### src/rtl/mux_pkg.sv
// Shared constants for the 16-to-1 registered mux and its 4-to-1 building block.
package mux_pkg;

  localparam int unsigned MUX_N      = 16;
  localparam int unsigned MUX_SEL_W  = 4;
  localparam int unsigned MUX_LEAF_N = 4;
  localparam int unsigned MUX_LEAF_W = 2;

  localparam logic F_RST = 1'b0;

endpackage

### src/rtl/mux_4to1.sv
// Combinational 4-to-1 bit selector: y = d[sel], d indexed ascending from 0.
module mux_4to1
  import mux_pkg::*;
(
  input  logic [0:MUX_LEAF_N-1] d,
  input  logic [MUX_LEAF_W-1:0] sel,
  output logic                  y
);

  // X/Z on sel propagates as normal simulation semantics
  assign y = d[sel];

endmodule

### src/rtl/mux_16to1.sv
// 16-to-1 single-bit mux built from a two-level tree of 4-to-1 stages, registered output.
// Optional MUX16_IN_REG_EN adds enable-gated input registers (2-cycle latency).
module mux_16to1
  import mux_pkg::*;
(
  input  logic                 clk,
  input  logic                 rst,
  input  logic                 en,
  input  logic [0:MUX_N-1]     w,
  input  logic [MUX_SEL_W-1:0] s,
  output logic                 f
);

  logic [0:MUX_N-1]      w_data;
  logic [MUX_SEL_W-1:0]  w_sel;
  logic                  w_load;
  logic [0:MUX_LEAF_N-1] w_stage;
  logic                  w_sel_bit;
  logic                  r_f;

`ifdef MUX16_IN_REG_EN
  logic [0:MUX_N-1]      r_w;
  logic [MUX_SEL_W-1:0]  r_s;
  logic                  r_en_q;

  // Input capture; the mux sees the copies taken on the last enabled edge
  always_ff @(posedge clk) begin
    if (rst) begin
      r_w    <= '0;
      r_s    <= '0;
      r_en_q <= 1'b0;
    end else begin
      r_en_q <= en;
      if (en) begin
        r_w <= w;
        r_s <= s;
      end
    end
  end

  assign w_data = r_w;
  assign w_sel  = r_s;
  assign w_load = r_en_q;
`else
  assign w_data = w;
  assign w_sel  = s;
  assign w_load = en;
`endif

  // Leaf stage k covers w[4k..4k+3], selected by the low select bits
  for (genvar k = 0; k < int'(MUX_LEAF_N); k++) begin : g_leaf
    mux_4to1 u_leaf (
      .d   (w_data[k*MUX_LEAF_N +: MUX_LEAF_N]),
      .sel (w_sel[MUX_LEAF_W-1:0]),
      .y   (w_stage[k])
    );
  end

  mux_4to1 u_root (
    .d   (w_stage),
    .sel (w_sel[MUX_SEL_W-1:MUX_LEAF_W]),
    .y   (w_sel_bit)
  );

  // Output register: reset wins over load
  always_ff @(posedge clk) begin
    if (rst) begin
      r_f <= F_RST;
    end else if (w_load) begin
      r_f <= w_sel_bit;
    end
  end

  assign f = r_f;

endmodule

### config.mk
export PLATFORM = sky130hd
export DESIGN_NAME = mux_16to1
export DESIGN_NICKNAME = d
export VERILOG_FILES = /design/src/rtl/mux_pkg.sv /design/src/rtl/mux_4to1.sv /design/src/rtl/mux_16to1.sv
export SDC_FILE = /design/constraint.sdc
export NUM_CORES = 1
export LEC_CHECK = 0
export BUFFER_PORTS_ARGS = -buffer_cell sky130_fd_sc_hd__buf_2
export CAP_MARGIN = 5
export CORE_AREA = 2 2 39 41
export CTS_CLUSTER_SIZE = 25
export DETAILED_ROUTE_END_ITERATION = 7
export DIE_AREA = 0 0 41 43
export GPL_TIMING_DRIVEN = 0
export PLACE_DENSITY = 0.44
export SLEW_MARGIN = 10
export SYNTH_ARGS = -nofsm -noshare
export SYNTH_HDL_FRONTEND = slang
export SYNTH_SLANG_ARGS = --single-unit
### constraint.sdc
create_clock -name clk -period 3.7 [get_ports clk]
set_clock_uncertainty 0.05 [all_clocks]
set_input_delay 0.37 -clock clk [delete_from_list [all_inputs] [get_ports clk]]
set_output_delay 0.37 -clock clk [all_outputs]
set_load 0.01 [all_outputs]
==> results.sh <==
export IMPL_cp_top_family="multiplexers"
export IMPL_post_route_util_pct=24.3
export IMPL_cp_num_buf_inv=1
export IMPL_vias=248
export IMPL_nFillCells=150
export IMPL_leakage_nw=0.173
export IMPL_synth_compound_area_share_pct=23.6
export IMPL_cts_hold_buffers=0
export IMPL_yosys_area_share_adder_pct=0
export IMPL_timing_fmax_mhz=676
export IMPL_rsz0062_at_grt="false"
export IMPL_grt_pass1_vias=201
export IMPL_path_clk_slew_ns=0
export IMPL_ant_nets=0
export IMPL_startpoint="s[1]"
export IMPL_fin_crit_ns=1.48
export IMPL_total_power_mw=0.0426
export IMPL_area_delta_synth_final_pct=63.0
export IMPL_crit_fanout=6
export IMPL_worst_pin_slew_ns=0.345
export IMPL_whs_ns=0.450
export IMPL_crit_end="f"
export IMPL_multi_input_area_um2=171
export IMPL_antenna_found_initial=0
export IMPL_cts_setup_buffers=0
export IMPL_slowest_stage="mux4_1"
export IMPL_timing_rr_start="f"
export IMPL_muxShareOfSynthArea_pct=44.8
export IMPL_syn_area_um2=206
export IMPL_die_y_um=43
export IMPL_hp_class="flop to flop"
export IMPL_grt_pass1_wl_um=786
export IMPL_synth_top_family_by_area="multiplexers"
export IMPL_port_buffers=22
export IMPL_synth_warnings=0
export IMPL_die_w_um=41
export IMPL_crit_chain="buf_6 -> mux4_1 -> a22oi_1 -> o211ai_2"
export IMPL_wl_per_cell_um=9.98
export IMPL_fin_crit_sh_pct=40.0
export IMPL_reg2regPathDepth=2
export IMPL_grt_usage_pct=6.04
export IMPL_syn_avg_cell_area_um2=10.3
export IMPL_final_max_slew_viol_count=0
export IMPL_routed_wl_um=579
export IMPL_hpwl_um=541
export IMPL_fin_tns_setup_ns=0
export IMPL_hold_viol_final=0
export IMPL_status="complete, no violations"
export IMPL_firstDrtPassIters=1
export IMPL_ys_types=15
export IMPL_yosys_area_share_simple_pct=14.5
export IMPL_layout_nets=67
export IMPL_grt_ovfl_total=0
export IMPL_gp_congestion=0.619
export IMPL_yosysSeqAreaShare_pct=9.70
export IMPL_n_antenna_cell=0
export IMPL_cap_viol_max_count=0
export IMPL_vdd_ir_drop_worst_mv=0.0602
export IMPL_syn_nets=43
export IMPL_crit_cells=4
export IMPL_regArea_um2=20.0
export IMPL_io_pins=24
export IMPL_synth_seq_cells=1
export IMPL_die_area_mm2=0.00176
export IMPL_drt_iter0_drc=0
export IMPL_drcViolationCount=0
export IMPL_end_kind="flop"
export IMPL_viasPerCell=4.28
export IMPL_core_area_mm2=0.00138
export IMPL_drive_gt1_share_pct=59.5
export IMPL_arrival_ns=1.30
export IMPL_clk_latency_ns=0
export IMPL_required_ns=3.52
export IMPL_rows=14
export IMPL_largest_reg_flops=1
export IMPL_setup_viol=0
export IMPL_power_density_mw_per_mm2=127
export IMPL_cts_resized=0
export IMPL_start_util_pct=14.9
export IMPL_rr_endpoint="f"
export IMPL_netlist_instances=20
export IMPL_slowest_delay_ns=0.54
export IMPL_reg2reg_slack_ns=2.94
export IMPL_worst_setup_path_start_kind="primary input"
export IMPL_critical_path_class="primary input to flop"
export IMPL_synth_xor_area_share_pct=0
export IMPL_grt_max_degree=7
export IMPL_timing_slew_headroom_pct=77.0
==> metrics by stage <==
step,std cells,setup WS [ns],instance area [um2]
global placement,58,2.20,337
detailed placement,58,2.20,337
global route,58,2.13,337
CTS,58,2.20,337
finish,58,2.22,337
floorplan,20,2.26,206
==> Yosys cell counts <==
library cell / count / area [um2]
mux4_1: 2 / 52.6
o211ai_2: 1 / 12.5
nor2_1: 2 / 7.51
nand3_1: 1 / 5.00
buf_6: 1 / 11.3
a2111oi_2: 1 / 15.0
dfxtp_1: 1 / 20.0
a21oi_1: 1 / 5.00
nand2_1: 1 / 3.75
a221oi_1: 1 / 8.76
nand3b_1: 1 / 7.51
inv_1: 1 / 3.75
mux2i_1: 4 / 40.0
a22oi_1: 1 / 7.51
nor2b_1: 1 / 6.26
==> metal layers <==
layer	routed length, um	track usage [%]	up-vias
li1	-	-	127
met1	239	7.77	97
met2	193	10.3	24
met3	146	1.57	0
met4	0	0	0
met5	0	0	-
==> worst min-delay path by stage <==
| stage | startpoint | to | slack (ns) | cells after the start |
|---|---|---|---|---|
| after global routing | f | f | 0.51 | 2 |
| after floorplan | s[0] | f | 0.44 | 1 |
| final | f | f | 0.45 | 2 |
| after detailed placement | f | f | 0.45 | 2 |
| after CTS | f | f | 0.45 | 2 |
| after global placement | f | f | 0.45 | 2 |
==> power breakdown <==
part,switching [mW],internal (mW)
Combinational,0.0116,0.0179
Sequential,0.000738,0.0124
Clock,0,0
Total,0.0123,0.0303
==> worst min-delay path, stage by stage (launching register included) <==
cell	delay, ns
dfxtp_1	0.31
a22oi_1	0.09
o211ai_2	0.06
==> cell usage in the layout (no fill, tap or decap), drive strengths merged <==
cell / synthesis / routed
buf: 1 / 23
mux2i: 4 / 4
nor2: 2 / 2
mux4: 2 / 2
nor2b: 1 / 1
nand2: 1 / 1
inv: 1 / 1
a2111oi: 1 / 1
nand3b: 1 / 1
a221oi: 1 / 1
a21oi: 1 / 1
nand3: 1 / 1
a22oi: 1 / 1
o211ai: 1 / 1
dfxtp: 1 / 1
==> kinds of logic (layout without fill, tap and decap cells) <==
family,Yosys count,count (layout)
flops,1,1
simple gates,6,6
compound gates,5,5
buf+inv,2,24
mux,6,6
==> cell type report <==
cell class	instances	area share (%)
tap	16	5.95
multi-input combinational	17	50.9
sequential	1	5.95
buffer	1	3.35
inverter	1	1.12
timing repair buffer	22	32.7
Power figures use the tool's default switching activity.
